<file path="src/rtl/imem_boot_loader.sv">
// imem_boot_loader: receives a length-prefixed little-endian byte image over a
// valid/ready port, packs it into 32-bit words and writes them to instruction
// memory from word 0 upward. Holds the core in reset until the image is fully
// written, then releases it. An oversized image parks the block in an error
// state that only rst clears.
module imem_boot_loader #(
  parameter int ADDR_W = 10
) (
  input  logic              clk,
  input  logic              rst,
  input  logic              s_valid,
  input  logic [7:0]        s_data,
  output logic              s_ready,
  input  logic              reload,
  output logic              mem_we,
  output logic [ADDR_W-1:0] mem_addr,
  output logic [31:0]       mem_wdata,
  output logic              core_rst_n,
  output logic              load_done,
  output logic              load_err
);

  typedef enum logic [2:0] {
    ST_LEN0 = 3'd0,
    ST_LEN1 = 3'd1,
    ST_DATA = 3'd2,
    ST_DONE = 3'd3,
    ST_ERR  = 3'd4
  } state_e;

  // Memory depth in words; widened so 2**ADDR_W itself is representable.
  localparam logic [16:0] DEPTH = 17'(2**ADDR_W);

  state_e              state_q, state_d;
  logic [15:0]         count_q, count_d;      // image length in words
  logic [15:0]         word_q, word_d;        // index of the word being assembled
  logic [1:0]          lane_q, lane_d;        // byte position inside the word
  logic [23:0]         bytes_q, bytes_d;      // b0..b2 of the current word
  logic                s_ready_q, s_ready_d;
  logic                mem_we_q, mem_we_d;
  logic [ADDR_W-1:0]   mem_addr_q, mem_addr_d;
  logic [31:0]         mem_wdata_q, mem_wdata_d;
  logic                core_rst_n_q, core_rst_n_d;
  logic                load_done_q, load_done_d;
  logic                load_err_q, load_err_d;

  logic                accept;
  logic [15:0]         full_count;

  assign accept     = s_valid && s_ready_q;
  assign full_count = {s_data, count_q[7:0]};

  // Next-state and next-output logic of the loader FSM.
  always_comb begin
    state_d     = state_q;
    count_d     = count_q;
    word_d      = word_q;
    lane_d      = lane_q;
    bytes_d     = bytes_q;
    mem_we_d    = 1'b0;
    mem_addr_d  = mem_addr_q;
    mem_wdata_d = mem_wdata_q;

    case (state_q)
      ST_LEN0: begin
        if (accept) begin
          count_d = {8'h00, s_data};
          state_d = ST_LEN1;
        end else begin
          state_d = ST_LEN0;
        end
      end
      ST_LEN1: begin
        if (accept) begin
          count_d = full_count;
          word_d  = 16'd0;
          lane_d  = 2'd0;
          if (full_count == 16'd0) begin
            state_d = ST_DONE;
          end else if ({1'b0, full_count} > DEPTH) begin
            state_d = ST_ERR;
          end else begin
            state_d = ST_DATA;
          end
        end else begin
          state_d = ST_LEN1;
        end
      end
      ST_DATA: begin
        if (accept) begin
          bytes_d = {s_data, bytes_q[23:8]};
          if (lane_q == 2'd3) begin
            // Fourth byte completes the word: issue a single-cycle write.
            mem_we_d    = 1'b1;
            mem_addr_d  = word_q[ADDR_W-1:0];
            mem_wdata_d = {s_data, bytes_q};
            lane_d      = 2'd0;
            word_d      = word_q + 16'd1;
            if (word_q == count_q - 16'd1) begin
              state_d = ST_DONE;
            end else begin
              state_d = ST_DATA;
            end
          end else begin
            lane_d = lane_q + 2'd1;
          end
        end else begin
          state_d = ST_DATA;
        end
      end
      ST_DONE: begin
        if (reload) begin
          state_d = ST_LEN0;
          count_d = 16'd0;
          word_d  = 16'd0;
          lane_d  = 2'd0;
          bytes_d = 24'd0;
        end else begin
          state_d = ST_DONE;
        end
      end
      ST_ERR: begin
        state_d = ST_ERR;
      end
      default: begin
        // Unreachable encoding: keep the core in reset.
        state_d = ST_ERR;
      end
    endcase

    if ((state_d == ST_LEN0) || (state_d == ST_LEN1) || (state_d == ST_DATA)) begin
      s_ready_d = 1'b1;
    end else begin
      s_ready_d = 1'b0;
    end

    // Release lags entry into DONE by one edge so memory samples the last
    // write before the core starts fetching.
    if ((state_q == ST_DONE) && !reload) begin
      core_rst_n_d = 1'b1;
      load_done_d  = 1'b1;
    end else begin
      core_rst_n_d = 1'b0;
      load_done_d  = 1'b0;
    end

    if (state_d == ST_ERR) begin
      load_err_d = 1'b1;
    end else begin
      load_err_d = 1'b0;
    end
  end

  // State, datapath and registered-output flops.
  always_ff @(posedge clk or posedge rst) begin
    if (rst) begin
      state_q      <= ST_LEN0;
      count_q      <= 16'd0;
      word_q       <= 16'd0;
      lane_q       <= 2'd0;
      bytes_q      <= 24'd0;
      s_ready_q    <= 1'b0;
      mem_we_q     <= 1'b0;
      mem_addr_q   <= '0;
      mem_wdata_q  <= 32'd0;
      core_rst_n_q <= 1'b0;
      load_done_q  <= 1'b0;
      load_err_q   <= 1'b0;
    end else begin
      state_q      <= state_d;
      count_q      <= count_d;
      word_q       <= word_d;
      lane_q       <= lane_d;
      bytes_q      <= bytes_d;
      s_ready_q    <= s_ready_d;
      mem_we_q     <= mem_we_d;
      mem_addr_q   <= mem_addr_d;
      mem_wdata_q  <= mem_wdata_d;
      core_rst_n_q <= core_rst_n_d;
      load_done_q  <= load_done_d;
      load_err_q   <= load_err_d;
    end
  end

  assign s_ready    = s_ready_q;
  assign mem_we     = mem_we_q;
  assign mem_addr   = mem_addr_q;
  assign mem_wdata  = mem_wdata_q;
  assign core_rst_n = core_rst_n_q;
  assign load_done  = load_done_q;
  assign load_err   = load_err_q;

endmodule

</file>
<file path="config.mk">
export PLATFORM = sky130hd
export DESIGN_NAME = imem_boot_loader
export DESIGN_NICKNAME = d
export VERILOG_FILES = /design/src/rtl/imem_boot_loader.sv
export SDC_FILE = /design/constraint.sdc
export NUM_CORES = 1
export LEC_CHECK = 0
export CORE_UTILIZATION = 56
export CTS_CLUSTER_DIAMETER = 30
export CTS_CLUSTER_SIZE = 10
export DETAILED_ROUTE_END_ITERATION = 8
export PLACE_DENSITY = 0.8
export SLEW_MARGIN = 20
export SYNTH_ARGS = -nofsm -noshare
export SYNTH_HDL_FRONTEND = slang
export SYNTH_SLANG_ARGS = --single-unit
</file>
<file path="constraint.sdc">
create_clock -name clk -period 4.61 [get_ports clk]
set_input_delay 1.1525 -clock clk [delete_from_list [all_inputs] [get_ports clk]]
set_output_delay 1.1525 -clock clk [all_outputs]
set_load 0.1 [all_outputs]
</file>
==> impl_metrics.py <==
metrics = {
    "run_status": {
        "outcome": "completed",
    },
    "logic_synthesis": {
        "synth_top_cell_by_area": "dfrtp_1",
        "synth_seq_cells": 107,
        "synth.yosys.seq_area_share": 0.547,
        "async_reset_ff_frac": 1.00,
        "synth-main-ff-cell": "dfrtp_1",
        "synth_common_cells": "107 x dfrtp_1, 43 x mux2_2, 38 x a22o_1",
        "yosys_warnings": 0,
        "synthDistinctLibCells": 58,
        "syn_nets": 429,
        "synth_edf_count": 0,
        "synth_area_leaders": "dfrtp_1 55%, mux2_2 9.9%, a22o_1 6.8%",
        "syn_avg_cell_area_um2": 11.8,
        "netlist_instances": 414,
        "yosysTopAreaCellShare": 0.547,
        "synth.most_common_cell": "dfrtp_1",
        "synth_area_mm2": 0.00489,
    },
    "setup_path": {
        "worstReg2RegStart": "count_q[2]",
        "crit_required_ns": 3.46,
        "endpoint_kind": "output port",
        "worstRegToRegCells": 6,
        "critPathCapture": "s_ready",
        "max_stage_delay_ns": 1.19,
        "r2r_slack_ns": 1.67,
        "path_buf_inv": 1,
        "startpoint_type": "flip-flop",
        "cpLargestDelayFamily": "buffers and inverters",
        "cp_num_cells": 1,
        "slowest_stage": "clkdlybuf4s50_1",
        "startpoint": "s_ready",
        "crit_fanout": 6,
        "crit_chain": "clkdlybuf4s50_1",
        "crit_type": "flip-flop to output port",
        "cp.arrival_ns": 2.03,
        "timing.rr.end": "s_ready",
    },
    "cts": {
        "clock-sinks": 107,
        "post-cts-setup-buffer-count": 0,
        "cts_buffers": 9,
        "tritoncts": "built",
        "cts_resized": 0,
        "cts-root-buf": "clkbuf_8",
        "clk_latency_ns": 0.39,
        "hold_buffers": 0,
        "clk_pin_slew_worst_paths_ns": 0.11,
        "h-tree-depth": 3,
        "clockBufferDepth": 2,
    },
    "final_layout": {
        "drive_above_1_share": 0.166,
        "syn2layout_area_growth_pct": 17.8,
        "fillers": 628,
        "finalNetCount": 479,
        "diodes": 0,
        "final_cells": 574,
        "final_util": 0.691,
    },
    "placement": {
        "port_buffers": 58,
        "gp_congestion": 0.959,
        "dp_cells": 558,
        "dp_hpwl_mm": 7.51,
    },
    "power_and_ir_drop": {
        "power_frac_clock": 0.371,
        "swShare": 0.250,
        "ir_worst_vdd_uv": 166,
        "powerDensity_mw_per_mm2": 269,
        "net-switching-power_w": 0.000388,
        "p_seq_frac": 0.605,
        "p_int_w": 0.00116,
        "combPwrFrac": 0.024,
        "cellLeakagePower_nw": 2.70,
    },
    "grt": {
        "grt_pass1_vias": 3492,
        "grt_usage": 0.265,
        "grt_max_degree": 91,
        "grt_pass1_wl_mm": 18.1,
        "antenna_found_initial": 0,
        "overflow": 0,
    },
    "sta": {
        "maxSlewViolCount": 0,
        "fin_setup_tns_ns": 0,
        "worst_slew_pin_slew_ns": 1.01,
        "finalSetupViolCount": 0,
        "period_share": 0.690,
        "finalHoldViolations": 0,
        "post-route-min-period_ns": 3.18,
        "fmax_ghz": 0.314,
        "rsz0062_at_grt": "no",
        "hold_slack_ns": 0.516,
        "relSlewSlack": 0.326,
        "finalClockSkew_ns": 0.0238,
    },
    "route": {
        "drc": 0,
        "wl_mm": 11.0,
        "route.vias.total": 3556,
        "wl_per_cell_um": 19.1,
        "drt_iter0_drc": 223,
        "avgViaCountPerCell": 6.20,
        "dr.pass1.iters": 4,
        "postRouteAntennaNets": 0,
    },
    "floorplanning": {
        "rows": 33,
        "start_util": 0.587,
        "dieArea_mm2": 0.00912,
        "ios": 59,
        "coreArea_mm2": 0.00834,
        "die_w_um": 95.5,
        "dieHeight_um": 95.5,
    },
    "job": {
        "maxCapViolations": 0,
    },
    "hold_path": {
        "hold_path_class": "flip-flop to flip-flop",
    },
}
[placed cells by master (no fill, tap or decap), types with 2 or more instances in the layout]
master and instances:
nor2_1 28, clkinv_8 2, nand3_1 10, ha_1 3
nor2b_1 5, inv_6 3, nand4_1 10, o22ai_1 2
clkbuf_8 9, o21ai_0 10, a22o_1 38, a31oi_1 2
and3_1 2, xor2_1 11, mux2_2 43, a21oi_1 2
nand3b_1 4, clkdlybuf4s50_1 58, and4b_1 2, dfrtp_1 107
or4_1 6, nor3b_1 2, and2_1 2, buf_4 6
nand2_1 29, xnor2_1 19, inv_1 7, nor3_1 7
and4_1 2, a41o_1 2, a32oi_1 2
[metal layers]
layer	global-route usage	share of wire
met3	0.0630	0.057
met1	0.385	0.47
met5	0	0
met2	0.393	0.45
met4	0.0833	0.018
[flip-flops by register name, indices dropped and copies added, names as in the netlist]
name,cells
count_q,16
load_done,1
state_q,3
mem_we,1
word_q,16
mem_wdata,32
lane_q,2
mem_addr,10
load_err,1
bytes_q,24
s_ready,1
[final cells by class]
class / instances / area [um2] / area share
clock inverter: 7 / 77.6 / 0.0135
clock buffer: 9 / 124 / 0.0215
inverter: 9 / 38.8 / 0.00673
timing repair buffer: 64 / 626 / 0.109
multi-input combinational: 273 / 2090 / 0.363
tap: 105 / 131 / 0.0228
sequential: 107 / 2680 / 0.464
[cells by family (layout without fill, tap and decap cells)]
| kind of cell | count (synthesis) | after routing | share of synthesized area |
|---|---|---|---|
| and+or+nand+nor | 120 | 120 | 0.135 |
| DFF | 107 | 107 | 0.547 |
| AOI/OAI and AO/OA | 76 | 76 | 0.126 |
| muxes | 44 | 44 | 0.101 |
| buffers and inverters | 34 | 89 | 0.0297 |
| xor gates and xnor gates | 30 | 30 | 0.0537 |
| adders and majority gates | 3 | 3 | 0.00767 |
[power groups by stage]
stage	combinational, W	clock (W)	sequential (W)
2_1_floorplan	0.0000151	0	0.000956
3_3_place_gp	0.0000381	0	0.000956
3_5_place_dp	0.0000384	0	0.000956
4_1_cts	0.0000384	0.000580	0.000938
5_1_grt	0.0000428	0.000616	0.000938
6_report	0.0000373	0.000575	0.000938
[stage by stage]
stage,total power [W],cell area [um2],setup WS (ns)
2_1_floorplan,0.000972,4890,0.640
3_3_place_gp,0.000994,5560,1.30
3_5_place_dp,0.000995,5560,1.23
4_1_cts,0.00156,5760,1.42
5_1_grt,0.00160,5770,1.36
6_report,0.00155,5770,1.43
[worst min-delay path by stage]
stage | from | to | depth (start not counted)
after floorplan | bytes_q[0] | bytes_q[0] | 1
after global placement | bytes_q[1] | bytes_q[1] | 1
after detailed placement | bytes_q[7] | bytes_q[7] | 1
after CTS | bytes_q[2] | bytes_q[2] | 1
after global routing | mem_addr[6] | mem_addr[6] | 1
final | bytes_q[2] | bytes_q[2] | 1
Note: power is estimated with default switching activity, not from simulation.
